--- src/rtl/slip_rx_decoder.sv ---
// SLIP (RFC 1055) receive decoder: strips END/ESC framing and tags frame ends with last/error.
// Optional frame/error statistics counters are enabled by defining SLIP_STATS_EN.
module slip_rx_decoder #(
    parameter int MaxLen    = 256,
    parameter bit DropEmpty = 1'b1
) (
    input  logic       clock_i,
    input  logic       reset_i,
    input  logic       s_valid_i,
    output logic       s_ready_o,
    input  logic [7:0] s_data_i,
    output logic       m_valid_o,
    input  logic       m_ready_i,
    output logic [7:0] m_data_o,
    output logic       m_last_o,
    output logic       m_error_o
`ifdef SLIP_STATS_EN
    ,
    output logic [15:0] frame_count_o,
    output logic [15:0] error_count_o
`endif
);

    localparam int LenW = $clog2(MaxLen + 1);

    localparam logic [7:0] SLIP_END     = 8'hC0;
    localparam logic [7:0] SLIP_ESC     = 8'hDB;
    localparam logic [7:0] SLIP_ESC_END = 8'hDC;
    localparam logic [7:0] SLIP_ESC_ESC = 8'hDD;

    localparam logic [1:0] ST_NORMAL  = 2'b00;
    localparam logic [1:0] ST_ESCAPE  = 2'b01;
    localparam logic [1:0] ST_DISCARD = 2'b10;

    logic [1:0]      r_state;
    logic [7:0]      r_hold_data;
    logic            r_hold_vld;
    logic [LenW-1:0] r_len;
    logic            r_m_valid;
    logic [7:0]      r_m_data;
    logic            r_m_last;
    logic            r_m_error;

    logic            w_accept;
    logic            w_end_has_frame;
    logic [1:0]      w_state_next;
    logic [7:0]      w_hold_data_next;
    logic            w_hold_vld_next;
    logic [LenW-1:0] w_len_next;
    logic            w_is_data;
    logic [7:0]      w_data_byte;
    logic            w_err_term;
    logic            w_emit;
    logic            w_emit_last;
    logic            w_emit_error;

    assign s_ready_o = !r_m_valid || m_ready_i;
    assign w_accept  = s_valid_i && s_ready_o;

    // A zero-byte frame has no beat to carry it, so DropEmpty cannot alter the result.
    assign w_end_has_frame = r_hold_vld & (DropEmpty | r_hold_vld);

    always_comb begin
        w_state_next     = r_state;
        w_hold_data_next = r_hold_data;
        w_hold_vld_next  = r_hold_vld;
        w_len_next       = r_len;
        w_is_data        = 1'b0;
        w_data_byte      = s_data_i;
        w_err_term       = 1'b0;
        w_emit           = 1'b0;
        w_emit_last      = 1'b0;
        w_emit_error     = 1'b0;

        if (w_accept) begin
            case (r_state)
                ST_NORMAL: begin
                    if (s_data_i == SLIP_END) begin
                        w_emit          = w_end_has_frame;
                        w_emit_last     = 1'b1;
                        w_hold_vld_next = 1'b0;
                        w_len_next      = '0;
                    end else if (s_data_i == SLIP_ESC) begin
                        w_state_next = ST_ESCAPE;
                    end else begin
                        w_is_data = 1'b1;
                    end
                end
                ST_ESCAPE: begin
                    w_state_next = ST_NORMAL;
                    if (s_data_i == SLIP_ESC_END) begin
                        w_is_data   = 1'b1;
                        w_data_byte = SLIP_END;
                    end else if (s_data_i == SLIP_ESC_ESC) begin
                        w_is_data   = 1'b1;
                        w_data_byte = SLIP_ESC;
                    end else if (s_data_i == SLIP_END) begin
                        w_err_term = 1'b1;
                    end else begin
                        w_err_term   = 1'b1;
                        w_state_next = ST_DISCARD;
                    end
                end
                default: begin
                    if (s_data_i == SLIP_END) begin
                        w_state_next    = ST_NORMAL;
                        w_hold_vld_next = 1'b0;
                        w_len_next      = '0;
                    end
                end
            endcase

            // Overflow is detected on the byte that would exceed the limit, so a
            // frame of exactly MaxLen bytes still closes cleanly on END.
            if (w_is_data) begin
                if (r_len == LenW'(MaxLen)) begin
                    w_err_term   = 1'b1;
                    w_state_next = ST_DISCARD;
                end else begin
                    w_emit           = r_hold_vld;
                    w_hold_data_next = w_data_byte;
                    w_hold_vld_next  = 1'b1;
                    w_len_next       = r_len + LenW'(1);
                end
            end

            if (w_err_term) begin
                w_emit          = r_hold_vld;
                w_emit_last     = 1'b1;
                w_emit_error    = 1'b1;
                w_hold_vld_next = 1'b0;
                w_len_next      = '0;
            end
        end
    end

    always_ff @(posedge clock_i) begin
        if (reset_i) begin
            r_state     <= ST_NORMAL;
            r_hold_data <= 8'h00;
            r_hold_vld  <= 1'b0;
            r_len       <= '0;
            r_m_valid   <= 1'b0;
            r_m_data    <= 8'h00;
            r_m_last    <= 1'b0;
            r_m_error   <= 1'b0;
        end else begin
            r_state     <= w_state_next;
            r_hold_data <= w_hold_data_next;
            r_hold_vld  <= w_hold_vld_next;
            r_len       <= w_len_next;
            if (w_emit) begin
                r_m_valid <= 1'b1;
                r_m_data  <= r_hold_data;
                r_m_last  <= w_emit_last;
                r_m_error <= w_emit_error;
            end else if (m_ready_i) begin
                r_m_valid <= 1'b0;
            end
        end
    end

    assign m_valid_o = r_m_valid;
    assign m_data_o  = r_m_data;
    assign m_last_o  = r_m_last;
    assign m_error_o = r_m_error;

`ifdef SLIP_STATS_EN
    logic [15:0] r_frame_count;
    logic [15:0] r_error_count;

    always_ff @(posedge clock_i) begin
        if (reset_i) begin
            r_frame_count <= 16'h0000;
            r_error_count <= 16'h0000;
        end else begin
            if (r_m_valid && m_ready_i && r_m_last && !r_m_error && r_frame_count != 16'hFFFF) begin
                r_frame_count <= r_frame_count + 16'h0001;
            end
            if (w_err_term && r_error_count != 16'hFFFF) begin
                r_error_count <= r_error_count + 16'h0001;
            end
        end
    end

    assign frame_count_o = r_frame_count;
    assign error_count_o = r_error_count;
`endif

endmodule

--- config.mk ---
export PLATFORM = sky130hd
export DESIGN_NAME = slip_rx_decoder
export DESIGN_NICKNAME = d
export VERILOG_FILES = /design/src/rtl/slip_rx_decoder.sv
export SDC_FILE = /design/constraint.sdc
export NUM_CORES = 1
export LEC_CHECK = 0
export ABC_AREA = 0
export CORE_MARGIN = 2
export CORE_UTILIZATION = 56
export DETAILED_ROUTE_END_ITERATION = 8
export PLACE_DENSITY = 0.83
export RECOVER_POWER = 25
export SLEW_MARGIN = 20
export SYNTH_ARGS = -nofsm -noshare
export SYNTH_HDL_FRONTEND = slang
export SYNTH_SLANG_ARGS = --single-unit
--- constraint.sdc ---
create_clock -name clock_i -period 5.3 [get_ports clock_i]
set_input_delay 1.06 -clock clock_i [delete_from_list [all_inputs] [get_ports clock_i]]
set_output_delay 1.06 -clock clock_i [all_outputs]
set_load 0.02 [all_outputs]
Word level (Yosys, flattened, before mapping). Index checks and enable logic that the tools add are counted.

Logic and storage cells: 70. Output and inout port bits: 12. Input port bits: 12. Register bits: 31.

Mux-type cells: 48. Eq/ne operators: 6. Bitwise gates (word level): 1. $add $sub $neg: 1. Reductions and logical operators: 6.

Operators with widths (number): $mux W9 (5); $eq A8 B8 Y1 const B (4); $mux W1 (30); $mux W8 (3); $mux W2 (8); $add A9 B1 Y9 const B (1); $eq A9 B9 Y1 const B (1); $pmux W2 S2 (1); $reduce_and A3 Y1 (1); $eq A2 B1 Y1 const B (1); $logic_not A2 Y1 (1); $pmux W1 S2 (1); $reduce_bool A2 Y1 (1); $logic_and A1 B1 Y1 (1); $logic_not A1 Y1 (1); $logic_or A1 B1 Y1 (1); $not A1 Y1 (1).

Longest topological paths before layout.
Word-level depth: 10. Gate-level depth with buffers: 7. Depth with buffers taken out: 7.

Worst setup path after synthesis. OpenSTA, ideal clock, no wires.

Path type: input -> register. From: input port s_data_i[5]. To: register r_len[3]. Setup time: 0.062 ns. Required time: 5.238 ns. Path buffers: 0. Path slack: 2.343 ns. Stages: 6. Data arrival time: 2.895 ns. Cells stage by stage: or4bb_1 > a211oi_4 > a211oi_2 > or3_4 > or4b_1 > nand3_1.

Longest elaborated chain between the ends: 8. Elaborated cells on any way between the ends: 21. Those cells by class: eq/ne (4); mux (17).

RTL lines: start, declared (RTL line 11) `input logic [7:0] s_data_i,`; $eq A8 B8 Y1, on equally long branches (RTL line 94, 83); $mux W1, on equally long branches (RTL line 94, 83); $mux W1, on equally long branches (RTL line 91, 78); $pmux W1 S2 or $mux W1 (tied branches) (RTL line 76) `case (r_state)`; $mux W1, on equally long branches (RTL line 75, 116); $mux W1 (RTL line 115) `if (w_is_data) begin`; $mux W1 (RTL line 75) `if (w_accept) begin`; $mux W9 * (RTL line 127) `if (w_err_term) begin`; end signal, assigned (RTL line 151) `r_len <= w_len_next;`; end, declared (RTL line 38) `logic [LenW-1:0] r_len;`.

Mark *: on every way between the ends. The rest lies on a longest branch, timed or not. The select of a mux whose other input is x is not followed. A chain may end at the register's enable or synchronous reset.

Worst setup path in the final report.
From: input port s_data_i[3]. To: register r_hold_vld.

Longest elaborated chain between the ends: 8. Elaborated cells on any way between the ends: 21. Those cells by class: eq/ne (4); mux (17).

RTL lines: $eq A8 B8 Y1, on equally long branches (RTL line 94, 83); $mux W1, on equally long branches (RTL line 94, 83); $mux W1, on equally long branches (RTL line 91, 78); $pmux W1 S2 or $mux W1 (tied branches) (RTL line 76); $mux W1, on equally long branches (RTL line 75, 116); $mux W1 (RTL line 115); $mux W1 (RTL line 75); $mux W1 * (RTL line 127); end signal, assigned (RTL line 150) `r_hold_vld <= w_hold_vld_next;`; end, declared (RTL line 37) `logic r_hold_vld;`.

Marked as above.

==> metrics <==
status=finished clean; post-DR wirelength/cell=15.3 um; flip-flop cell with the highest count after synthesis=sky130_fd_sc_hd__dfxtp_1; category of the worst setup path capture point=flip-flop; Sink Count=31; minimum clock period after layout=3.39 ns; maximum number of pins on one net before global-route repair=30; critical path cell sequence=clkdlybuf4s50_1 > nand3_1 > o31ai_1 > nor3b_1 > and3_1 > nor2_1 > a311oi_1; Worst Hold Depth=2; total of warnings raised by yosys=0; number of antenna cells inserted=0; detailed router's first-iteration violation count=52; most frequent standard cell in the layout excluding fill and tap cells=sky130_fd_sc_hd__dfxtp_1; total number of placement rows=18; total die area=3100 sq um; Post-synth EDFFs=0; Worst Min Path Start=r_hold_data[2]$_SDFFE_PP0P_; switching portion of total power=31.1%; distinct cell type count of the synthesized netlist=39; total placed instance area=1740 sq um; Final Hold Vio Count=0; destination of the worst register-to-register timing path=r_len[3]$_SDFFE_PP0P_; core region area=2500 sq um; cell accounting for the most synthesized area=sky130_fd_sc_hd__dfxtp_1; final cell utilization of the core=71.8%; cell type of the slowest stage on the worst timing path=sky130_fd_sc_hd__nor3b_1; ports placed on the boundary=24; DRC Markers=0; total global routing overflow=0; first-pass GRT wire length=6110 um; headroom to the max-slew limit=26.9%; maximum operating frequency=295 MHz; Initial Util=59.8%; leading cell types by total area after synthesis=sky130_fd_sc_hd__dfxtp_1 (42%), sky130_fd_sc_hd__mux2i_1 (5.4%), sky130_fd_sc_hd__nand2_1 (5.3%); Clock Latency Late Sink=0.33 ns; worst hold margin=0.468 ns; vias per cell=6.30; TritonCTS clock tree=done; Hold Crit Class=reg -> reg; start of the worst register-to-register path=r_len[0]$_SDFFE_PP0P_; Arr. time, crit path=3.60 ns; max-cap violation count=0; number of buffers inserted for hold repair after clock tree synthesis=0; number of max-slew violations in the final report=0; syn_nets=191; post-route standard cell area excluding fillers=1790 sq um; clock transition at the registers of the reported paths=0.10 ns; highest-count cells in the layout ignoring fill and taps=sky130_fd_sc_hd__dfxtp_1 (31), sky130_fd_sc_hd__nand2_1 (21), sky130_fd_sc_hd__nor2_1 (17); mean instance size in the synthesized netlist=8.44 sq um; maximum clock insertion buffer count=2; hold worst-path end=r_hold_data[2]$_SDFFE_PP0P_; net count reported at finish=215; DIE WIDTH=55.7 um; CTS resizes=0; remaining number of nets flagged by the antenna check after routing=0; Clock power frac=25.3%; number of instances in the synthesized netlist=177; final total power=0.508 mW; Area Overhead vs Synth=20.1%; share of async-settable or async-resettable flops after synthesis=0%; setup repair after global routing missed its margin=no; cell count of the worst reg-to-reg path=7; setup fix buffers added after clock tree synthesis=0; flops & latches, synth=31; routed vias=1461; fillers=231; leakage component of the power=0.703 nW; startpoint type of the worst setup path=input port; count of final setup violators=0; # port buffers=23; placer congestion estimate=0.879; maximum single-stage delay on the critical path=0.67 ns; die height=55.7 um; largest voltage drop on the vdd net=0.234 mV; slew of the pin with the lowest slew margin=1.09 ns; overall global routing resource usage=24.5%; CTS Buf Count=5; fraction of the cycle the final worst path needs=63.9%; critical path fanouts, max=10; sequential area share after synthesis=41.5%; number of antenna violations at the first check in global routing=0; netlist area before placement=1490 sq um; cell area power density=283 nW/um^2; iteration count of the initial detailed-routing pass=4; part of the power in combinational logic=21.0%; P_int=0.350 mW; net switching power=0.158 mW; via count of the first global-routing pass=1402; Post-Route Skew=0.00770 ns; part of the total power dissipated in sequential elements=53.7%; HPWL after detailed placement=2600 um; share of layout cells above drive strength 1=6.44%; Detailed Route WL=3560 um; worst setup slack for register-to-register paths=3.08 ns; Setup TNS=0 ns; Crit Path Class=in -> reg; timing startpoint of the critical path=s_data_i[3]; top-area cell type share of the netlist area=41.5%; htree depth=2; root buffer cell=sky130_fd_sc_hd__clkbuf_4; Crit path required time=5.51 ns
## cells by family (layout without fill, tap and decap cells)
| kind of cell | count (synthesis) | after routing | synth area share, % |
|---|---|---|---|
| AND/OR/NAND/NOR | 77 | 77 | 27.1 |
| AO/OA/AOI/OAI | 45 | 45 | 20.1 |
| flip-flops | 31 | 31 | 41.5 |
| buffers and inverters | 13 | 38 | 3.43 |
| multiplexers | 9 | 9 | 6.11 |
| adder cells (fa/ha/maj) | 2 | 2 | 1.67 |
## critical path, delay by kind of cell
kind	cells	cell delay [ns]
AND/OR/NAND/NOR	4	1.37
buffers and inverters	1	0.57
AO/OA/AOI/OAI	2	0.59
## state kept, by name (all words and copies together), names as in the netlist
register	count
r_state	2
m_valid_o	1
r_len	9
r_hold_data	8
m_last_o	1
r_hold_vld	1
m_error_o	1
m_data_o	8
## layer usage
metal | share of wire (%) | vias up | track usage (%) | wire length, um
met5 | 0 | - | 0 | 0
met4 | 0.90 | 0 | 10.1 | 32
met3 | 8.2 | 6 | 4.42 | 292
met2 | 48 | 73 | 38.6 | 1700
met1 | 43 | 682 | 33.2 | 1530
li1 | - | 700 | - | -
## cell type report
class / instances / area, sq um / area share (%)
multi-input combinational: 133 / 830 / 46.2
inverter: 7 / 26.3 / 1.46
tap: 30 / 37.5 / 2.09
clock inverter: 1 / 5.00 / 0.279
clock buffer: 7 / 45.0 / 2.51
timing repair buffer: 23 / 230 / 12.8
sequential: 31 / 621 / 34.6
## cells in the mapped netlist, types with 2 or more instances
cell,number
sky130_fd_sc_hd__a211oi_1,3
sky130_fd_sc_hd__a21oi_1,15
sky130_fd_sc_hd__a311oi_1,2
sky130_fd_sc_hd__a31oi_1,6
sky130_fd_sc_hd__and3_1,3
sky130_fd_sc_hd__buf_2,2
sky130_fd_sc_hd__clkbuf_1,4
sky130_fd_sc_hd__dfxtp_1,31
sky130_fd_sc_hd__ha_1,2
sky130_fd_sc_hd__inv_1,7
sky130_fd_sc_hd__mux2i_1,8
sky130_fd_sc_hd__nand2_1,21
sky130_fd_sc_hd__nand2b_1,4
sky130_fd_sc_hd__nand3_1,5
sky130_fd_sc_hd__nand3b_1,2
sky130_fd_sc_hd__nand4_1,7
sky130_fd_sc_hd__nor2_1,17
sky130_fd_sc_hd__nor3_1,3
sky130_fd_sc_hd__nor4_1,4
sky130_fd_sc_hd__o21ai_0,8
sky130_fd_sc_hd__o31a_1,2
sky130_fd_sc_hd__o31ai_1,2
sky130_fd_sc_hd__or3_1,3
## power by group through the flow
| stage | registers [mW] | clock network [mW] | logic [mW] |
|---|---|---|---|
| finish | 0.273 | 0.129 | 0.107 |
| global route | 0.276 | 0.141 | 0.118 |
| CTS | 0.272 | 0.133 | 0.107 |
| detailed placement | 0.277 | 0 | 0.106 |
| global placement | 0.276 | 0 | 0.101 |
| floorplan | 0.275 | 0 | 0.0704 |
## stage by stage
| stage | setup slack, ns | cells |
|---|---|---|
| final | 1.91 | 232 |
| after floorplan | 2.34 | 177 |
| after CTS | 1.94 | 232 |
| after global placement | 1.68 | 224 |
| after detailed placement | 1.59 | 224 |
| after global routing | 1.64 | 232 |
## worst max path at each step
stage,end,depth (start not counted)
2_1_floorplan,r_len[3]$_SDFFE_PP0P_,6
3_5_place_dp,m_data_o[2]$_SDFFE_PP0P_,5
3_3_place_gp,m_data_o[3]$_SDFFE_PP0P_,5
4_1_cts,m_data_o[2]$_SDFFE_PP0P_,5
6_report,r_hold_vld$_SDFFE_PP0P_,7
5_1_grt,r_hold_data[1]$_SDFFE_PP0P_,7
Note: power is estimated with default switching activity, not from simulation.
